[src/rtl/riego_pkg.sv]
// Shared definitions for the irrigation controller: state encoding, timer width, defaults.
package riego_pkg;

  localparam int unsigned TMR_W         = 32;
  localparam int unsigned DEB_CYC_DEF   = 1_000_000;
  localparam int unsigned RIEGO_MAX_DEF = 500_000_000;
  localparam int unsigned PAUSA_CYC_DEF = 1_500_000_000;

  typedef enum logic [1:0] {
    IDLE  = 2'd0,
    RIEGO = 2'd1,
    PAUSA = 2'd2,
    FALLA = 2'd3
  } estado_t;

endpackage

[src/rtl/antirrebote.sv]
// Two-flop synchronizer followed by a stability counter that flips the filtered
// level only after the synced input has disagreed with it for DEB_CYC cycles.
module antirrebote
  import riego_pkg::*;
#(
  parameter int unsigned DEB_CYC = DEB_CYC_DEF
) (
  input  logic clk,
  input  logic rst,
  input  logic i_raw,
  output logic o_filt
);

  logic             r_meta;
  logic             r_sync;
  logic             r_filt;
  logic [TMR_W-1:0] r_cnt;
  logic             w_diff;
  logic             w_done;

  assign w_diff = r_sync ^ r_filt;
  assign w_done = (r_cnt == TMR_W'(DEB_CYC - 1));
  assign o_filt = r_filt;

  // Bring the asynchronous input into the clock domain.
  always_ff @(posedge clk or posedge rst) begin
    if (rst) begin
      r_meta <= 1'b0;
      r_sync <= 1'b0;
    end else begin
      r_meta <= i_raw;
      r_sync <= r_meta;
    end
  end

  // Count consecutive disagreeing cycles; any agreeing cycle restarts the count.
  always_ff @(posedge clk or posedge rst) begin
    if (rst) begin
      r_cnt  <= '0;
      r_filt <= 1'b0;
    end else if (!w_diff) begin
      r_cnt  <= '0;
    end else if (w_done) begin
      r_cnt  <= '0;
      r_filt <= r_sync;
    end else begin
      r_cnt  <= r_cnt + TMR_W'(1);
    end
  end

endmodule

[src/rtl/control_riego.sv]
// Irrigation controller: filters the soil and tank sensors, runs the pump FSM
// (idle / watering / soak / fault) and drives the pump and status outputs.
module control_riego
  import riego_pkg::*;
#(
  parameter int unsigned DEB_CYC   = DEB_CYC_DEF,
  parameter int unsigned RIEGO_MAX = RIEGO_MAX_DEF,
  parameter int unsigned PAUSA_CYC = PAUSA_CYC_DEF
) (
  input  logic       clk,
  input  logic       rst,
  input  logic       humedad,
  input  logic       MODbomba,
  input  logic       lowLevel,
  input  logic       highLevel,
  output logic       regar,
  output logic       bomba,
  output logic       tanqueVacio,
  output logic       tanqueLleno,
  output logic [1:0] estado
);

  logic             w_seco;
  logic             w_nivel;
  logic             w_lleno;
  logic             r_mod_meta;
  logic             r_mod_sync;
  estado_t          r_state;
  estado_t          w_next_state;
  logic [TMR_W-1:0] r_tmr;
  logic [TMR_W-1:0] w_next_tmr;
  logic             r_regar;
  logic             r_bomba;
  logic             r_vacio;
  logic             r_lleno;

  antirrebote #(.DEB_CYC(DEB_CYC)) u_deb_hum (
    .clk   (clk),
    .rst   (rst),
    .i_raw (humedad),
    .o_filt(w_seco)
  );

  antirrebote #(.DEB_CYC(DEB_CYC)) u_deb_low (
    .clk   (clk),
    .rst   (rst),
    .i_raw (lowLevel),
    .o_filt(w_nivel)
  );

  antirrebote #(.DEB_CYC(DEB_CYC)) u_deb_high (
    .clk   (clk),
    .rst   (rst),
    .i_raw (highLevel),
    .o_filt(w_lleno)
  );

  // Pump-module presence is only synchronized, never debounced.
  always_ff @(posedge clk or posedge rst) begin
    if (rst) begin
      r_mod_meta <= 1'b0;
      r_mod_sync <= 1'b0;
    end else begin
      r_mod_meta <= MODbomba;
      r_mod_sync <= r_mod_meta;
    end
  end

  // State and timer registers.
  always_ff @(posedge clk or posedge rst) begin
    if (rst) begin
      r_state <= IDLE;
      r_tmr   <= '0;
    end else begin
      r_state <= w_next_state;
      r_tmr   <= w_next_tmr;
    end
  end

  // Next state and timer; supply loss outranks the run-time limit, which outranks wet soil.
  always_comb begin
    w_next_state = r_state;
    w_next_tmr   = '0;
    case (r_state)
      IDLE: begin
        if (w_seco && r_mod_sync && w_nivel) begin
          w_next_state = RIEGO;
        end
      end
      RIEGO: begin
        if (!r_mod_sync || !w_nivel) begin
          w_next_state = IDLE;
        end else if (r_tmr == TMR_W'(RIEGO_MAX - 1)) begin
          w_next_state = FALLA;
        end else if (!w_seco) begin
          w_next_state = PAUSA;
        end else begin
          w_next_tmr = r_tmr + TMR_W'(1);
        end
      end
      PAUSA: begin
        if (r_tmr == TMR_W'(PAUSA_CYC - 1)) begin
          w_next_state = IDLE;
        end else begin
          w_next_tmr = r_tmr + TMR_W'(1);
        end
      end
      FALLA: begin
        if (!w_seco) begin
          w_next_state = IDLE;
        end
      end
      default: begin
        w_next_state = IDLE;
      end
    endcase
  end

  // Registered outputs; the pump register tracks the state register exactly.
  always_ff @(posedge clk or posedge rst) begin
    if (rst) begin
      r_regar <= 1'b0;
      r_bomba <= 1'b0;
      r_vacio <= 1'b1;
      r_lleno <= 1'b0;
    end else begin
      r_regar <= w_seco;
      r_bomba <= (w_next_state == RIEGO);
      r_vacio <= ~w_nivel;
      r_lleno <= w_lleno;
    end
  end

  assign regar       = r_regar;
  assign bomba       = r_bomba;
  assign tanqueVacio = r_vacio;
  assign tanqueLleno = r_lleno;
  assign estado      = r_state;

endmodule

[config.mk]
export PLATFORM = sky130hd
export DESIGN_NAME = control_riego
export DESIGN_NICKNAME = d
export VERILOG_FILES = /design/src/rtl/riego_pkg.sv /design/src/rtl/antirrebote.sv /design/src/rtl/control_riego.sv
export SDC_FILE = /design/constraint.sdc
export NUM_CORES = 1
export LEC_CHECK = 0
export CAP_MARGIN = 10
export CORE_ASPECT_RATIO = 0.5
export CORE_MARGIN = 4
export CORE_UTILIZATION = 47
export DETAILED_ROUTE_END_ITERATION = 10
export GPL_TIMING_DRIVEN = 0
export HOLD_SLACK_MARGIN = 0.15
export PLACE_DENSITY_LB_ADDON = 0.1
export SETUP_SLACK_MARGIN = 0.1
export SKIP_LAST_GASP = 1
export SLEW_MARGIN = 20
export SYNTH_ARGS = -nofsm -noshare
export SYNTH_HDL_FRONTEND = slang
export SYNTH_SLANG_ARGS = --single-unit
[constraint.sdc]
create_clock -name clk -period 16.5 [get_ports clk]
set_clock_uncertainty 0.2 [all_clocks]
set_input_delay 4.125 -clock clk [delete_from_list [all_inputs] [get_ports clk]]
set_output_delay 4.125 -clock clk [all_outputs]
set_load 0.01 [all_outputs]
# Word level (Yosys, flattened, before mapping)
# Index checks and enable logic that the tools add are counted.
# op_classes
mux,18
order_cmp,0
n_bitwise,4
eq_ne,9
n_addsub,4
div,0
shifts,0
reduce_logical,9
n_mul,0
# ops
operator,n
32-bit two-way mux,10
"32-bit by 1-bit adder with 32-bit output, second input constant",4
"32-bit by 20-bit == test with 1-bit output, second input constant",3
32-bit case mux with 2 select lines,1
"32-bit by 29-bit == test with 1-bit output, second input constant",1
"32-bit by 31-bit == test with 1-bit output, second input constant",1
2-bit two-way mux,6
2-bit case mux with 4 select lines,1
2-bit AND reduction,3
"2-bit by 1-bit == test with 1-bit output, second input constant",2
"2-bit == test, second input constant",2
1-bit bitwise XOR,3
1-bit logical AND,2
1-bit zero test,2
2-bit zero test,1
1-bit logical OR,1
1-bit inverter,1
# totals
romBits,0
ram_bits,0
output_inout_bits,6
latch_bits,0
input_bits,6
memories,0
word_cells,64
regBits,145

# Logic depth before layout (Yosys ltp)
# depth
depth_word,5
mapped_depth,8
depth_no_buf,7

# Modules after synthesis
# Synthesis repeated with hierarchy kept, for this count alone.
# hier_totals
cells_unflattened,784
area_unflattened_um2,7643.6
# by_module_without_submodules
module,cells_per_inst,seq_area_each_um2,area_each_um2,instances
antirrebote,190,875.8,1823.0,3
control_riego,214,1002.2,2174.6,1

# Worst setup path after synthesis
# Ideal clock, no wire load.
# synth_timing
kind,register to output
startpoint,register r_vacio (netlist: tanqueVacio)
endpoint,output tanqueVacio
stages_incl_launch_ff,1
arrival_ns,0.520
t_required_ns,12.175
path_buffers,0
path_slack_ns,11.655
path_cell_list,dfstp_2
# synth_rtl
item,line,text
start: declaration,control_riego.sv:34,logic r_vacio;
start signal: assignment,control_riego.sv:129,r_vacio <= ~w_nivel;
end: declaration,control_riego.sv:18,"output logic tanqueVacio,"
# No word-level cell between the ends.

# Worst setup path after layout
# layout_timing
startpoint,register r_vacio (netlist: tanqueVacio)
endpoint,output tanqueVacio
# No word-level cell between the ends.

==> results by group <==
Clock network
  – Max Root-Sink Buffers: 2
  – Clock Sinks: 145
  – Clock transition time at the flip-flop clock pins of the worst setup and hold paths: 0.07 ns
  – Latest clock arrival within the worst-skew pair: 0.42 ns
  – Cell at the root of the clock tree: sky130_fd_sc_hd__clkbuf_16
  – Hold buffer count at CTS: 0
  – Clock buffer count from CTS: 17
  – Count of buffers added by post-CTS timing repair for setup: 0
  – CTS H-tree depth: 4
  – Number of gates given a new drive strength after cts: 0
  – Clock tree from TritonCTS: done

Place
  – Estimated wirelength of the detail-placed design: 10.1 mm
  – Number of port buffers: 11
  – Routability cong.: 0.831

Floorplanning
  – Die boundary width: 185 um
  – Die Y: 96.5 um
  – Die area: 17800 um^2
  – Number of top-level design ports: 12
  – Core Footprint: 14900 um^2
  – Initial cell density of the core: 0.494
  – Num rows: 31

Layout
  – Share of layout cells above drive strength 1: 0.0852
  – Final antenna diode count: 0
  – Number of nets in the layout: 799
  – Area delta synth->final: 13.8%
  – Fillers: 1313
  – Combined area of the multi-input logic cells: 3440 um^2
  – Area taken by flip-flops and latches: 3630 um^2

Min path
  – Worst min-delay path class: reg2reg
  – Hold path cells: 0

Power
  – Fraction of power spent switching nets: 0.217
  – Clock Power Share: 0.519
  – Peak supply drop: 0.0000780 V
  – Logic pwr share: 0.023
  – Power dissipated by switching net loads: 171 uW
  – Sequential group share of total power: 0.458
  – Static leakage: 3.30 nW
  – Internal power: 617 uW
  – Power density of the placed cells: 94.2 nW/um^2
  – Total power of the final layout: 788 uW

Synthesis
  – Seq cells post-synth: 145
  – Leading area contributor after synthesis: sky130_fd_sc_hd__dfrtp_1
  – Cell count after synthesis: 754
  – Number of different library cells in the post-synthesis netlist: 51
  – Avg Cell Area, Syn: 9.75 um^2
  – Most common cell in the synthesized netlist: sky130_fd_sc_hd__dfrtp_1
  – Share of flip-flops with an asynchronous set or reset after synthesis: 1.00
  – Top cells by count, synth: sky130_fd_sc_hd__dfrtp_1 (144), sky130_fd_sc_hd__nor2_1 (115), sky130_fd_sc_hd__xnor2_1 (67), sky130_fd_sc_hd__nor3_1 (52), sky130_fd_sc_hd__nand3_1 (49)
  – Mapped Area: 7350 um^2
  – Count of flip-flops with a built-in enable after synthesis: 0
  – Fraction of synthesized cell area taken by the top area cell type: 0.490
  – Synthesized Nets: 768
  – Synth warn: 0
  – Synth area leaders: sky130_fd_sc_hd__dfrtp_1 (49%), sky130_fd_sc_hd__xnor2_1 (8.0%), sky130_fd_sc_hd__nor2_1 (5.9%)
  – Part of the Yosys area used for sequential elements: 0.494
  – Main synth FF type: sky130_fd_sc_hd__dfrtp_1

Timing
  – Total Neg Setup Slack: 0 ns
  – Final number of setup-violating endpoints: 0
  – Relative max-transition margin: 0.299
  – Slew @ Worst Pin: 1.04 ns
  – Fin crit period: 5.78 ns
  – Final hold slack: 0.153 ns
  – Upper clock frequency limit: 0.173 GHz
  – Setup repair after global routing missed its margin: false
  – Final Max Slew Viols: 0
  – Final hold viol count: 0
  – Final cycle utilization of the critical path: 0.351

GRT
  – Overflow after GRT: 0
  – Number of global-route vias before repair: 5315
  – Initial antenna violation count: 0
  – Largest net degree at the start of global routing: 87
  – First-pass GRT wire length: 26.3 mm
  – Combined global-route utilization of all metal layers: 0.184

Run
  – Max capacitance violation total: 0

Drt
  – Average vias per placed instance: 5.59
  – Vias post-DR: 5566
  – DRC: 0
  – Average wire length per cell after detail routing: 15.2 um
  – Post-detailed-route count of antenna-violating nets: 0
  – Number of search-and-repair iterations in the first detailed-routing pass: 5
  – Drt initial violations: 476
  – Overall routed net length: 15.2 mm

Worst setup path
  – Delay of the slowest cell on the worst path: 0.53 ns
  – Critical-path cell list: clkdlybuf4s50_1
  – Crit-path slowest cell: sky130_fd_sc_hd__clkdlybuf4s50_1
  – Critical path start-end classification: reg2out
  – Top fanout value on the critical path: 1
  – Crit-path leading delay family: buffers and inverters
  – Cell count of the worst reg-to-reg path: 6
  – Crit path buffers/inverters: 1
  – Logic depth of the worst path, buffers included: 1
  – Setup crit start kind: flop
  – CP endpoint kind: output pin
  – WP data required: 12.18 ns
  – Worst path arrival time: 1.46 ns

Run status
  – Run status: finished clean
per-layer routing:
layer	GRT usage	vias to the layer above	part of all wire
li1	-	2695	-
met1	0.275	2713	0.51
met2	0.270	132	0.43
met3	0.0393	26	0.043
met4	0.0549	0	0.013
met5	0	-	0
power groups by stage:
stage | Sequential, mW | Combinational, mW | Clock, mW
detailed placement | 0.368 | 0.0195 | 0
finish | 0.361 | 0.0185 | 0.409
CTS | 0.361 | 0.0196 | 0.417
global route | 0.361 | 0.0215 | 0.433
floorplan | 0.367 | 0.0126 | 0
global placement | 0.368 | 0.0182 | 0
flip-flops by register name, summed over array words and instances (netlist names), 2 cells and up:
name              flops
r_tmr                32
u_deb_hum.r_cnt      32
u_deb_high.r_cnt     32
estado                2
u_deb_low.r_cnt      32
final timing paths:
check                      slack (ns)                           to                         from
min in group asynchronous        3.93          r_tmr[15]$_DFF_PP0_                          rst
max in group asynchronous       11.42        tanqueVacio$_DFF_PP1_                          rst
hold reg to reg                  0.15  u_deb_high.r_sync$_DFF_PP0_  u_deb_high.r_meta$_DFF_PP0_
setup reg to reg                13.68          r_tmr[25]$_DFF_PP0_          r_tmr[11]$_DFF_PP0_
hold / removal                   0.15  u_deb_high.r_sync$_DFF_PP0_  u_deb_high.r_meta$_DFF_PP0_
setup / recovery                10.72                  tanqueVacio        tanqueVacio$_DFF_PP1_
stage by stage:
stage	cells	setup WS, ns	cell area (um^2)	util
3_3_place_gp	963	6.13	7710	0.518
3_5_place_dp	964	10.90	7750	0.520
4_1_cts	996	10.69	8370	0.562
5_1_grt	996	10.68	8370	0.562
2_1_floorplan	754	8.28	7350	-
6_report	996	10.72	8370	0.562
cell type report:
cell class | count | area share
multi-input combinational | 551 | 0.412
inverter | 28 | 0.0135
timing repair buffer | 12 | 0.0164
clock inverter | 13 | 0.0224
clock buffer | 19 | 0.0517
tap | 198 | 0.0296
buffer | 30 | 0.0209
sequential | 145 | 0.434
cells by family (layout without fill, tap and decap cells):
group / Yosys count / after routing / synth area share
adder cells (fa/ha/maj): 8 / 8 / 0.0136
multiplexers: 7 / 7 / 0.0105
flip-flops: 145 / 145 / 0.494
AND/OR/NAND/NOR: 400 / 400 / 0.285
XOR/XNOR: 113 / 113 / 0.135
AO/OA/AOI/OAI: 23 / 23 / 0.0243
buffers and inverters: 58 / 102 / 0.0381
placed cells by master, fill, tap and decap left out, types with 5 or more instances in the layout:
cell type / synthesis / routed
sky130_fd_sc_hd__and3_1: 20 / 20
sky130_fd_sc_hd__and4_1: 13 / 13
sky130_fd_sc_hd__buf_2: 7 / 7
sky130_fd_sc_hd__buf_4: 5 / 5
sky130_fd_sc_hd__clkbuf_1: 13 / 15
sky130_fd_sc_hd__clkbuf_16: 0 / 17
sky130_fd_sc_hd__clkdlybuf4s50_1: 0 / 11
sky130_fd_sc_hd__dfrtp_1: 144 / 144
sky130_fd_sc_hd__ha_1: 8 / 8
sky130_fd_sc_hd__inv_1: 28 / 27
sky130_fd_sc_hd__mux2_2: 6 / 6
sky130_fd_sc_hd__nand2_1: 42 / 42
sky130_fd_sc_hd__nand3_1: 49 / 49
sky130_fd_sc_hd__nand4_1: 32 / 32
sky130_fd_sc_hd__nor2_1: 115 / 115
sky130_fd_sc_hd__nor3_1: 52 / 52
sky130_fd_sc_hd__nor4_1: 31 / 31
sky130_fd_sc_hd__nor4b_1: 10 / 10
sky130_fd_sc_hd__or4_1: 8 / 8
sky130_fd_sc_hd__xnor2_1: 67 / 67
sky130_fd_sc_hd__xor2_1: 46 / 46
Note: power is estimated with default switching activity, not from simulation.
